File: src/rtl/commit_mon_pkg.sv
// Shared types and constants for the commit trace monitor.
// COMMIT_SEQNUM_EN adds a retire sequence number to every trace record.
package commit_mon_pkg;

   localparam int          REC_XLEN      = 32;
   localparam logic [31:0] SYSCALL_INSTR = 32'h0000000C;
   localparam logic [4:0]  V0_REG        = 5'd2;
   localparam logic [31:0] EXIT_CODE     = 32'hA;

   typedef enum logic [1:0] {
      RUN   = 2'd0,
      DRAIN = 2'd1,
      DONE  = 2'd2
   } mon_state_e;

   typedef struct packed {
      logic [REC_XLEN-1:0] pc;
      logic [31:0]         instr;
      logic                wr_en;
      logic [4:0]          wr_reg;
      logic [REC_XLEN-1:0] wr_data;
`ifdef COMMIT_SEQNUM_EN
      logic [31:0]         seq;
`endif
   } commit_rec_t;

endpackage

File: src/rtl/commit_fifo.sv
// Trace record FIFO: up to NUM_CH pushes and one pop per cycle; the head is
// read straight out of the storage flops, so a push is visible the next cycle.
module commit_fifo
   import commit_mon_pkg::*;
#(
   parameter  int DEPTH  = 16,
   parameter  int NUM_CH = 1,
   localparam int AW     = $clog2(DEPTH),
   localparam int PW     = AW + 1,
   localparam int CW     = $clog2(NUM_CH + 1)
) (
   input  logic        clk,
   input  logic        reset,
   input  logic [CW-1:0] push_cnt,
   input  commit_rec_t push_rec [NUM_CH],
   input  logic        pop,
   output logic        head_valid,
   output commit_rec_t head,
   output logic [PW-1:0] level
);

   commit_rec_t   mem [DEPTH];
   logic [PW-1:0] wr_ptr, rd_ptr;

   // The extra pointer bit separates full from empty.
   always_ff @(posedge clk or negedge reset) begin
      if (!reset) begin
         wr_ptr <= '0;
         rd_ptr <= '0;
      end else begin
         wr_ptr <= wr_ptr + PW'(push_cnt);
         rd_ptr <= rd_ptr + PW'(pop);
      end
   end

   always_ff @(posedge clk) begin
      for (int k = 0; k < NUM_CH; k++)
         if (k < int'(push_cnt))
            mem[wr_ptr[AW-1:0] + AW'(k)] <= push_rec[k];
   end

   assign level      = wr_ptr - rd_ptr;
   assign head_valid = (wr_ptr != rd_ptr);
   assign head       = mem[rd_ptr[AW-1:0]];

endmodule

File: src/rtl/commit_trace_mon.sv
// Retire-trace monitor: buffers retired instructions for a trace sink and
// detects end-of-test (SYSCALL with $v0 == 10). COMMIT_SEQNUM_EN enables out_seq.
module commit_trace_mon
   import commit_mon_pkg::*;
#(
   parameter  int NUM_CH = 1,
   parameter  int DEPTH  = 16,
   parameter  int XLEN   = REC_XLEN,
   localparam int LW     = $clog2(DEPTH) + 1,
   localparam int CW     = $clog2(NUM_CH + 1)
) (
   input  logic                   clk,
   input  logic                   reset,
   input  logic [NUM_CH-1:0]      ret_valid,
   input  logic [NUM_CH*XLEN-1:0] ret_pc,
   input  logic [NUM_CH*32-1:0]   ret_instr,
   input  logic [NUM_CH-1:0]      ret_wr_en,
   input  logic [NUM_CH*5-1:0]    ret_wr_reg,
   input  logic [NUM_CH*XLEN-1:0] ret_wr_data,
   output logic                   out_valid,
   input  logic                   out_ready,
   output logic [XLEN-1:0]        out_pc,
   output logic [31:0]            out_instr,
   output logic                   out_wr_en,
   output logic [4:0]             out_wr_reg,
   output logic [XLEN-1:0]        out_wr_data,
   output logic [31:0]            out_seq,
   output logic [LW-1:0]          fill_level,
   output logic                   overflow,
   output logic                   test_done,
   output logic [1:0]             state
);

   mon_state_e    state_q, state_d;
   logic          run, pop, head_valid, exit_hit, admit, drop;
   commit_rec_t   head;
   commit_rec_t   push_rec [NUM_CH];
   logic [LW-1:0] level;
   logic [CW-1:0] push_cnt;
   logic [XLEN-1:0] v0_q, v0_d;
   logic [NUM_CH-1:0] take;
   int            rank [NUM_CH];
   int            n;
`ifdef COMMIT_SEQNUM_EN
   logic [31:0]   seq_q;
`endif

   // Walk channels oldest first: shadow $v0 evolves in program order and
   // anything after an exiting SYSCALL is discarded.
   always_comb begin
      v0_d     = v0_q;
      exit_hit = 1'b0;
      take     = '0;
      n        = 0;
      for (int i = 0; i < NUM_CH; i++) begin
         rank[i] = n;
         if (run && ret_valid[i] && !exit_hit) begin
            take[i] = 1'b1;
            n       = n + 1;
            if (ret_instr[i*32 +: 32] == SYSCALL_INSTR && v0_d == EXIT_CODE)
               exit_hit = 1'b1;
            else if (ret_wr_en[i] && ret_wr_reg[i*5 +: 5] == V0_REG)
               v0_d = ret_wr_data[i*XLEN +: XLEN];
         end
      end
      // A same-cycle pop frees a slot for this group.
      admit    = (n != 0) && ((DEPTH - int'(level) + int'(pop)) >= n);
      drop     = (n != 0) && !admit;
      push_cnt = admit ? CW'(n) : '0;
   end

   always_comb begin
      for (int k = 0; k < NUM_CH; k++) begin
         push_rec[k] = '0;
         for (int i = 0; i < NUM_CH; i++) begin
            if (take[i] && rank[i] == k) begin
               push_rec[k].pc      = ret_pc[i*XLEN +: XLEN];
               push_rec[k].instr   = ret_instr[i*32 +: 32];
               push_rec[k].wr_en   = ret_wr_en[i];
               push_rec[k].wr_reg  = ret_wr_reg[i*5 +: 5];
               push_rec[k].wr_data = ret_wr_data[i*XLEN +: XLEN];
`ifdef COMMIT_SEQNUM_EN
               push_rec[k].seq     = seq_q + 32'(k);
`endif
            end
         end
      end
   end

   always_ff @(posedge clk or negedge reset) begin
      if (!reset) begin
         v0_q     <= '0;
         overflow <= 1'b0;
`ifdef COMMIT_SEQNUM_EN
         seq_q    <= '0;
`endif
      end else begin
         v0_q <= v0_d;
         if (drop) overflow <= 1'b1;
`ifdef COMMIT_SEQNUM_EN
         if (admit) seq_q <= seq_q + 32'(n);
`endif
      end
   end

   commit_fifo #(.DEPTH(DEPTH), .NUM_CH(NUM_CH)) u_fifo (
      .clk        (clk),
      .reset      (reset),
      .push_cnt   (push_cnt),
      .push_rec   (push_rec),
      .pop        (pop),
      .head_valid (head_valid),
      .head       (head),
      .level      (level)
   );

   always_ff @(posedge clk or negedge reset) begin
      if (!reset) state_q <= RUN;
      else        state_q <= state_d;
   end

   always_comb begin
      state_d = state_q;
      case (state_q)
         RUN:     if (exit_hit)    state_d = DRAIN;
         DRAIN:   if (!head_valid) state_d = DONE;
         DONE:    state_d = DONE;
         default: state_d = RUN;
      endcase
   end

   always_comb begin
      run       = (state_q == RUN);
      test_done = (state_q == DONE);
      out_valid = head_valid && (state_q != DONE);
      state     = state_q;
   end

   assign pop         = out_valid && out_ready;
   assign fill_level  = level;
   assign out_pc      = out_valid ? head.pc      : '0;
   assign out_instr   = out_valid ? head.instr   : '0;
   assign out_wr_en   = out_valid ? head.wr_en   : 1'b0;
   assign out_wr_reg  = out_valid ? head.wr_reg  : '0;
   assign out_wr_data = out_valid ? head.wr_data : '0;
`ifdef COMMIT_SEQNUM_EN
   assign out_seq     = out_valid ? head.seq     : '0;
`else
   assign out_seq     = '0;
`endif

endmodule
File: config.mk
export PLATFORM = sky130hd
export DESIGN_NAME = commit_trace_mon
export DESIGN_NICKNAME = d
export VERILOG_FILES = /design/src/rtl/commit_mon_pkg.sv /design/src/rtl/commit_fifo.sv /design/src/rtl/commit_trace_mon.sv
export SDC_FILE = /design/constraint.sdc
export NUM_CORES = 1
export LEC_CHECK = 0
export CAP_MARGIN = 20
export CORE_ASPECT_RATIO = 1.5
export CORE_MARGIN = 2
export CORE_UTILIZATION = 40
export CTS_BUF_LIST = sky130_fd_sc_hd__clkbuf_8
export DETAILED_ROUTE_END_ITERATION = 7
export PLACE_DENSITY = 0.68
export SLEW_MARGIN = 20
export SYNTH_ARGS = -nofsm -noshare
export SYNTH_HDL_FRONTEND = slang
export SYNTH_HIERARCHICAL = 1
export SYNTH_SLANG_ARGS = --single-unit
export TNS_END_PERCENT = 30
File: constraint.sdc
create_clock -name clk -period 15.1 [get_ports clk]
set_input_delay 1.51 -clock clk [delete_from_list [all_inputs] [get_ports clk]]
set_output_delay 1.51 -clock clk [all_outputs]
set_load 0.01 [all_outputs]
==> summary.md <==
| Metric | Value |
|---|---|
| Outcome | complete, no violations |
| Count leader, synth | edfxtp_1 |
| Pre-Repair DR Iteration Count | 5 |
| Setup TNS | 0 ns |
| Via count | just over 30,000 |
| Largest net degree at the start of global routing | around 140 |
| Sequential cell area | 0.0501 mm2 |
| Setup crit end kind | output port |
| WP data required | approximately 14 ns |
| Relative slew margins | 0.210 |
| GPL Wtd Cong | roughly 0.75 |
| Synth top area share | 0.754 |
| Worst IR Drop VDD | between 0.15 and 0.2 mV |
| Leakage | about 24 nW |
| Final setup fails | 0 |
| P per Cell Area | 187 mW/mm2 |
| Die Span Y | ~500 um |
| Number of port buffers | about 220 |
| Clk root buf | clkbuf_8 |
| Last element of the critical path | out_wr_data[2] |
| WS Path Type | register to output port |
| Worst-Margin Slew | roughly 1.2 ns |
| Launching point of the worst reg2reg path | u_fifo/rd_ptr[1] |
| Chip width | 333 um |
| Post-Syn Area | 0.0650 mm2 |
| Initial antenna violation count | 12 |
| CTS clk-pin slew, worst paths | approximately 0.070 ns |
| Yosys reg bits | between 1,500 and 2,000 |
| Synth top area cells | edfxtp_1, mux4_2, a22oi_1 |
| Initial core utilization | 0.402 |
| Maximum fanout along the worst path | between 40 and 50 |
| Number of fill cells | ~13,000 |
| R2r worst-path depth | 18 |
| Slew Viols, Final | 0 |
| # DRC | 0 |
| ANT nets after route | 0 |
| Mapped Cells | between 2,000 and 3,000 |
| Worst skew pair latency | just over 0.9 ns |
| TritonCTS clock tree | built |
| Routed length per instance | 26.5 um |
| Core Area | about 0.16 mm2 |
| Syn_area_per_cell | between 20 and 25 um2 |
| Crit path DAT | around 5.4 ns |
| Top cells by count, synth | edfxtp_1, mux4_2, a22oi_1, nand2_1, and3_1 |
| Synth async-reset ratio | 0.0268 |
| CTS buffer count | 217 |
| Layout cells sized above 1 | 0.237 |
| Die area | 0.166 mm2 |
| Hold WC Path Type | register to register |
| Finished Core Util | 0.457 |
| Post-synth EDFFs | 1,632 |
| H-tree depth | 4 |
| Hold_buf cts | 0 |
| Clock sinks | about 1,700 |
| Clock Path Buffers | 3 |
| Row count | between 150 and 200 |
| DRT iter0 DRCs | ~2,800 |
| GRT Total Usage | 0.179 |
| Min cycle time layout | about 6.9 ns |
| Hold Vio Cnt, Final | 0 |
| Yosys Warn Count | 6 |
| Total grt overflow | 0 |
| Max frequency | roughly 0.14 GHz |
| Setup bufs post-CTS | 0 |
| Final wirelength | 148,000 um |
| Distinct cells, synth | a little over 40 |
| Vias per Instance | approximately 5.5 |
| Internal reg-to-reg setup slack | approximately 8.4 ns |
| Sequential cell area fraction in the yosys report | 0.771 |
| DPL Wire Length | 83,400 um |
| Multi-input logic area | approximately 0.014 mm2 |
| Worst setup path startpoint | u_fifo/rd_ptr[0] |
| Yosys top cell by area | edfxtp_1 |
| RSZ-0062 raised after global routing | false |
| Predominant post-synthesis flop cell | edfxtp_1 |
| Nets | 3,426 |
| Io pins | 250 |
| Tcrit/Tclk final | 0.460 |
| Resized Gates After CTS | 0 |
| Critical Path Start Type | register |
| Layout Skew | approximately 0.06 ns |
| Hold_sp | u_fifo/rd_ptr[4] |
| Number of global-route vias before repair | ~33,000 |
| Syn-to-layout area delta | 13.6% |
| Global-route wire length before repair | 218,000 um |
| Max-Cap Viols | 0 |
| R2r endpoint | u_fifo/mem[2][34] |
[power by group]
part	switching, mW	internal, mW	total [mW]
registers	0.184	5.66	5.84
clock network	1.65	1.54	3.19
logic	2.58	2.22	4.79
[metal layers]
metal | routed length [um] | track usage | up-vias
met5 | 68 | 0 | -
met2 | 72900 | 0.292 | 1211
met4 | 2950 | 0.0475 | 10
met1 | 61600 | 0.245 | 16500
li1 | - | - | 13100
met3 | 10900 | 0.0382 | 204
[logic make-up after synthesis]
family          share of synthesized area
fa+ha+maj                         0.00339
compound gates                     0.0254
buf+inv                            0.0176
simple gates                       0.0323
mux                                 0.149
flops                               0.771
xor+xnor                          0.00148
other cells                     0.0000577
[per-stage QoR]
stage | cells | area, um2 | hold slack (ns) | worst slack, ns | power [mW]
floorplan | 3005 | 65100 | 0.466 | 3.51 | 8.91
global placement | 5183 | 69500 | 0.481 | 8.28 | 10.8
detailed placement | 5187 | 69600 | 0.488 | 8.23 | 10.8
CTS | 5589 | 73800 | 0.500 | 7.82 | 14.0
global route | 5591 | 73800 | 0.529 | 7.60 | 14.5
finish | 5595 | 73800 | 0.500 | 8.15 | 13.8
[worst max-delay path, cell delays in order, from the launching register on]
cell             delay, ns
dfrtp_4               0.96
buf_4                 0.85
buf_4                 0.85
mux4_2                0.63
a22oi_1               0.26
nand2_1               0.16
and2_1                0.17
clkdlybuf4s50_1       0.47
[cell usage in the layout (no fill, tap or decap), types with 15 or more instances in the layout]
master	synthesis	layout
and3_1	104	104
buf_4	33	61
a22oi_1	205	205
nor2_4	0	16
clkinv_1	0	62
edfxtp_1	1632	1632
inv_1	18	74
mux2_4	30	30
clkbuf_8	0	221
clkinv_2	0	37
nand2_1	111	111
mux4_2	408	408
and2_1	103	103
ha_1	16	15
dfrtp_1	45	43
clkdlybuf4s50_1	0	215
conb_1	1	32
[registers in the layout, summed over array words and instances (netlist names)]
register       cells
u_fifo/mem      1632
v0_q              32
u_fifo/rd_ptr      5
u_fifo/wr_ptr      5
state              2
overflow           1
[layout make-up]
type | instances | area share
Inverter | 18 | 0.000915
Clock inverter | 181 | 0.0153
Multi-Input combinational cell | 1104 | 0.190
Antenna cell | 5 | 0.000169
Tap cell | 2104 | 0.0357
Timing Repair Buffer | 285 | 0.0377
Clock buffer | 221 | 0.0412
Sequential cell | 1677 | 0.679
[worst min path at each step]
stage,to,cells past startpoint
after global routing,v0_q[6],1
after detailed placement,u_fifo/rd_ptr[4],1
after global placement,u_fifo/rd_ptr[4],1
after floorplan,u_fifo/wr_ptr[4],1
after CTS,u_fifo/rd_ptr[4],1
final,u_fifo/rd_ptr[4],1
Power figures use the tool's default switching activity.
